## config.mk

```make
export PLATFORM = sky130hd
export DESIGN_NAME = divisor_secuencial_flat
export DESIGN_NICKNAME = d
export VERILOG_FILES = /design/src/rtl/alu_pkg.sv /design/src/rtl/divisor_secuencial_if.sv /design/src/rtl/paso_division.sv /design/src/rtl/divisor_secuencial.sv /design/src/flat_wrapper.sv
export SDC_FILE = /design/constraint.sdc
export NUM_CORES = 1
export LEC_CHECK = 0
export ABC_AREA = 0
export ABC_CLOCK_PERIOD_IN_PS = 11600
export CAP_MARGIN = 20
export CORE_ASPECT_RATIO = 1.4
export CORE_MARGIN = 5
export CORE_UTILIZATION = 25
export CTS_CLUSTER_DIAMETER = 40
export CTS_CLUSTER_SIZE = 12
export DETAILED_ROUTE_END_ITERATION = 7
export PLACE_DENSITY = 0.54
export SYNTH_ARGS = -nofsm -noshare
export SYNTH_HDL_FRONTEND = slang
export SYNTH_SLANG_ARGS = --single-unit
```

## constraint.sdc

```tcl
create_clock -name clk -period 11.6 [get_ports clk]
set_input_delay 1.74 -clock clk [delete_from_list [all_inputs] [get_ports clk]]
set_output_delay 1.74 -clock clk [all_outputs]
set_load 0.03 [all_outputs]
```

## src/rtl/alu_pkg.sv

```systemverilog
// Shared ALU package: divider FSM states and MIN-value helper.
// Ports: none (types and functions only).
package alu_pkg;

  typedef enum logic [1:0] {
    IDLE,
    DIV,
    SIGN
  } div_state_t;

  // Most negative w-bit two's-complement value, zero-extended to 64 bits.
  function automatic logic [63:0] min_of(input int w);
    return 64'(1) << (w - 1);
  endfunction

endpackage

```

## src/rtl/divisor_secuencial_if.sv

```systemverilog
// Divider request/result bundle between the ALU and the divider.
// Ports: start/A/B (request), out/rem/overflow/car/busy/done (result).
interface divisor_secuencial_if #(
  parameter int n = 24
);

  logic         start;
  logic [n-1:0] A;
  logic [n-1:0] B;
  logic [n-1:0] out;
  logic [n-1:0] rem;
  logic         overflow;
  logic         car;
  logic         busy;
  logic         done;

  modport master (
    output start, A, B,
    input  out, rem, overflow, car, busy, done
  );

  modport slave (
    input  start, A, B,
    output out, rem, overflow, car, busy, done
  );

endinterface

```

## src/rtl/paso_division.sv

```systemverilog
// One combinational restoring-division step on R:Q.
// Ports: r/q/bv in (partial rem, quotient, |B|), r_nx/q_nx out.
module paso_division #(
  parameter int n = 24
) (
  input  logic [n:0]   r,
  input  logic [n-1:0] q,
  input  logic [n-1:0] bv,
  output logic [n:0]   r_nx,
  output logic [n-1:0] q_nx
);

  logic [n+1:0] trial;
  logic         ge;

  // R stays below 2^n, so bit n+1 of the difference is the borrow.
  always_comb begin
    trial = {r, q[n-1]} - {2'b00, bv};
    ge    = ~trial[n+1];
    r_nx  = ge ? trial[n:0] : {r[n-1:0], q[n-1]};
    q_nx  = {q[n-2:0], ge};
  end

endmodule

```

## src/rtl/divisor_secuencial.sv

```systemverilog
// Sequential signed divider, one restoring step per clock.
// Ports: clk, rst (async high), io (slave: start/A/B -> out/rem/flags).
module divisor_secuencial
  import alu_pkg::*;
#(
  parameter int n = 24
) (
  input  logic                 clk,
  input  logic                 rst,
  divisor_secuencial_if.slave  io
);

  localparam int cw = $clog2(n);
  localparam logic [n-1:0] min_val = n'(min_of(n));
  localparam logic [cw-1:0] last = cw'(n - 1);

  div_state_t state, state_nx;

  logic [cw-1:0] cnt;
  logic [n:0]    r, r_nx;
  logic [n-1:0]  q, q_nx, bv;
  logic          sa, sb, dz, mo;

  logic [n-1:0]  abs_a, abs_b;
  logic [n-1:0]  res_out, res_rem;
  logic          res_ovf;

  logic [n-1:0]  out_q, rem_q;
  logic          ovf_q, done_q;

  // |MIN| wraps to 2^(n-1), which reads correctly as unsigned.
  assign abs_a = io.A[n-1] ? -io.A : io.A;
  assign abs_b = io.B[n-1] ? -io.B : io.B;

  paso_division #(.n(n)) u_paso (
    .r    (r),
    .q    (q),
    .bv   (bv),
    .r_nx (r_nx),
    .q_nx (q_nx)
  );

  always_ff @(posedge clk or posedge rst) begin
    if (rst) state <= IDLE;
    else     state <= state_nx;
  end

  always_comb begin
    state_nx = state;
    unique case (state)
      IDLE:    if (io.start) state_nx = DIV;
      DIV:     if (cnt == last) state_nx = SIGN;
      SIGN:    state_nx = IDLE;
      default: state_nx = IDLE;
    endcase
  end

  // With B==0 every step subtracts nothing, so R ends at |A|
  // and the signed remainder below reproduces A unchanged.
  always_comb begin
    res_out = (sa ^ sb) ? -q : q;
    res_rem = sa ? -r[n-1:0] : r[n-1:0];
    res_ovf = 1'b0;
    if (dz) begin
      res_out = '0;
      res_ovf = 1'b1;
    end else if (mo) begin
      res_out = min_val;
      res_rem = '0;
      res_ovf = 1'b1;
    end
  end

  always_ff @(posedge clk or posedge rst) begin
    if (rst) begin
      cnt    <= '0;
      r      <= '0;
      q      <= '0;
      bv     <= '0;
      sa     <= 1'b0;
      sb     <= 1'b0;
      dz     <= 1'b0;
      mo     <= 1'b0;
      out_q  <= '0;
      rem_q  <= '0;
      ovf_q  <= 1'b0;
      done_q <= 1'b0;
    end else begin
      done_q <= (state == SIGN);
      unique case (state)
        IDLE: begin
          if (io.start) begin
            sa  <= io.A[n-1];
            sb  <= io.B[n-1];
            q   <= abs_a;
            bv  <= abs_b;
            r   <= '0;
            cnt <= '0;
            dz  <= (io.B == '0);
            mo  <= (io.A == min_val) && (io.B == '1);
          end
        end
        DIV: begin
          r   <= r_nx;
          q   <= q_nx;
          cnt <= cnt + 1'b1;
        end
        SIGN: begin
          out_q <= res_out;
          rem_q <= res_rem;
          ovf_q <= res_ovf;
        end
        default: ;
      endcase
    end
  end

  assign io.out      = out_q;
  assign io.rem      = rem_q;
  assign io.overflow = ovf_q;
  assign io.car      = 1'b0;
  assign io.busy     = (state != IDLE);
  assign io.done     = done_q;

endmodule

```

## src/flat_wrapper.sv

```systemverilog
// flat-port wrapper written by rule: the top's interface ports become plain ports
module divisor_secuencial_flat import alu_pkg::*;
#(
  parameter int n = 24
)
  (clk, rst, io_start, io_A, io_B, io_out, io_rem, io_overflow, io_car, io_busy, io_done);
  divisor_secuencial_if #(.n(n)) io_i ();
  input  logic clk;
  input  logic rst;
  input wire logic [$bits(io_i.start)-1:0] io_start;
  input wire logic [$bits(io_i.A)-1:0] io_A;
  input wire logic [$bits(io_i.B)-1:0] io_B;
  output wire logic [$bits(io_i.out)-1:0] io_out;
  output wire logic [$bits(io_i.rem)-1:0] io_rem;
  output wire logic [$bits(io_i.overflow)-1:0] io_overflow;
  output wire logic [$bits(io_i.car)-1:0] io_car;
  output wire logic [$bits(io_i.busy)-1:0] io_busy;
  output wire logic [$bits(io_i.done)-1:0] io_done;
  assign io_i.start = io_start;
  assign io_i.A = io_A;
  assign io_i.B = io_B;
  assign io_out = io_i.out;
  assign io_rem = io_i.rem;
  assign io_overflow = io_i.overflow;
  assign io_car = io_i.car;
  assign io_busy = io_i.busy;
  assign io_done = io_i.done;
  divisor_secuencial #(.n(n)) u_core (.clk(clk), .rst(rst), .io(io_i));
endmodule
```

==> results.toml <==
[outcome]
status = "completed"

[grt]
overflow = 0
grt_max_degree = 92
antenna_found_initial = 0
grt_usage_pct = 12.4
grt_pass1_wl_mm = 37.1
grt_pass1_vias = 6891

[routing]
drc = 0
routed_via_density = 4.63
firstDrtPassIters = 4
wl_mm = 22.9
detail-route-antenna-nets = 0
vias = 6936
drt_iter0_markers = 356
wl_per_cell_um = 15.3

[flow_run]
max_cap_viol_count = 0

[cells_and_area]
final_layout_size_suffix_gt1_share_pct = 5.89
fin_cells = 1498
n_antenna_cell = 0
area_growth_pct = 24.2
nets = 1122
final_util_pct = 31.5
fill_cells = 3523

[cts]
postCtsResizedCells = 0
clkTransAtPathRegs_ps = 60
cts_num_sinks = 134
h-tree-depth = 4
postCtsSetupBuffers = 0
cts_hold_buf = 0
cts_root_buffer = "clkbuf_16"
cts_buffer_depth = 2
cts_tree = "done"
clk_latency_ps = 430
cts_buffers = 17

[sta]
setup_tns_ps = 0
setup_ws_ps = 7150
grt_setup_unrepaired = "no"
fmax_mhz = 224
tightest_slew_ps = 1020
finalMaxSlewViolations = 0
skew_ps = 8.36
finalHoldViolCount = 0
fin_crit_sh_pct = 38.4
setup_viol = 0
finalCriticalPeriod_ps = 4450
slew_headroom_pct = 32.2

[setup_path]
worstSetupPathType = "in2reg"
r2r_cells = 10
timing.rr.end = "u_core.r[18]"
cp.required_ps = 11880
endpoint_kind = "register"
worstReg2RegStart = "u_core.r[5]"
crit_arrival_ps = 4730
r2r_setup_slack_ps = 7600
cp-start-kind = "primary input"
crit_fanout = 4

[die]
core-area_mm2 = 0.0332
die_area_mm2 = 0.0375
initial_utilization_pct = 25.3
die-height_um = 227
pin_count = 103
die_x_um = 165
num_rows = 79

[synth]
synth_edf_count = 0
synth_common_cells = "o21ai_0, dfrtp_1, nand2_1"
synth.avg_cell_area_um2 = 8.76
synthArstFlopShare_pct = 100
netlist_instances = 960
ys_top_cells_by_area = "dfrtp_1, o21ai_0, xor2_1"
yosys.area.top_type = "dfrtp_1"
synth-seq-cells = 134
synth_top_area_share_pct = 39.9
ys_types = 65
synth.most_common_cell = "o21ai_0"
synthFlopType = "dfrtp_1"
yosysSeqAreaShare_pct = 39.9
syn_nets = 1042
syn_area_mm2 = 0.00841
yosysWarnings = 0

[place]
dp_cells = 1466
dpl_worst_slack_ps = 6700
gp_congestion = 0.812
portBuffers = 101
dp_hpwl_mm = 17.7

[hold_path]
whs_path_depth = 2
worstHoldPathType = "reg2reg"
hold_start = "u_core.bv[4]"
holdPathEnd = "u_core.bv[4]"

[power]
p_leak_nw = 4.37
vdd_ir_drop_max_uv = 153
power_density_mw_per_mm2 = 297
[cells in the final DEF, fill, tap and decap left out, types with 3 or more instances in the layout]
cell type,instances
o31ai_1,21
o41ai_1,7
nand2b_1,11
inv_1,40
a22oi_1,21
nand3_1,37
or2_2,5
and3_1,6
nor3_1,10
nor2b_1,7
xnor2_1,28
xor2_1,79
a21oi_1,29
clkdlybuf4s50_1,101
or3_1,18
o21ai_0,159
o31a_1,3
dfrtp_1,134
or4_1,7
nand2_1,127
nor4_1,3
inv_6,3
a21o_1,10
o21ai_1,4
mux2i_1,25
buf_4,12
nand4_1,9
clkinvlp_4,6
clkbuf_16,17
nand3b_1,4
ha_1,30
nor2_1,25
a31oi_1,5
[power by group]
group	switching (mW)	total, mW	internal [mW]
clock network	0.213	0.536	0.323
logic	0.948	1.73	0.778
registers	0.205	0.844	0.639
total	1.37	3.11	1.74
[worst max-delay path by stage]
stage                  from           end  slack, ps  cells after the start
finish              io_A[0]  u_core.q[22]       7150                     11
global route        io_A[0]  u_core.q[22]       7070                     11
CTS                 io_A[0]  u_core.q[22]       7150                     11
detailed placement  io_A[0]  u_core.q[22]       6700                     11
global placement    io_A[0]  u_core.q[22]       6740                     11
floorplan               rst  u_core.bv[0]       6280                      1
[worst max-delay path, cell delays in order]
cell and delay (ps):
clkdlybuf4s50_1 480, inv_1 110, ha_1 170, nand2_1 90, or4_4 430, or3_1 370, or4_4 450, or3_4 400
o41ai_2 240, xor2_1 170, o21ai_1 80
[area by class of cell]
type	instances	area (µm²)	area share (%)
multi-input cells	733	4690	44.9
flip-flops and latches	134	3350	32.1
repair buffers	113	1100	10.5
well taps	445	557	5.33
clock buffers	18	439	4.20
inverters	41	156	1.50
clock inverters	14	150	1.44
[metal layers]
layer | vias to the layer above | GRT usage (%) | wire [µm]
met5 | - | 0 | 0
met4 | 0 | 5.50 | 669
met3 | 26 | 2.57 | 922
met2 | 108 | 21.1 | 11500
met1 | 3249 | 15.2 | 9860
li1 | 3553 | - | -
[sequential cells by signal, indices dropped and copies added (netlist names)]
register,count
u_core.r,25
u_core.cnt,5
u_core.io.out,24
u_core.io.overflow,1
u_core.bv,24
u_core.q,24
u_core.sb,1
u_core.state,2
u_core.io.done,1
u_core.io.rem,24
u_core.sa,1
u_core.dz,1
u_core.mo,1
[cell families (layout without fill, tap and decap cells)]
family / after synthesis / count (layout) / share of synthesized area (%)
and+or+nand+nor: 284 / 284 / 16.5
DFF: 134 / 134 / 39.9
adders and majority gates: 31 / 31 / 4.70
buffers and inverters: 93 / 186 / 4.46
xor gates and xnor gates: 108 / 108 / 11.3
AOI/OAI and AO/OA: 284 / 284 / 20.1
other: 1 / 1 / 0.0446
muxes: 25 / 25 / 2.98
[metrics by stage]
stage	power, mW	hold slack, ps	area [µm²]
2_1_floorplan	2.19	450	8410
6_report	3.11	478	10400
3_5_place_dp	2.59	468	9860
3_3_place_gp	2.56	463	9860
5_1_grt	3.40	501	10400
4_1_cts	3.14	482	10400
Note: power is estimated with default switching activity, not from simulation.
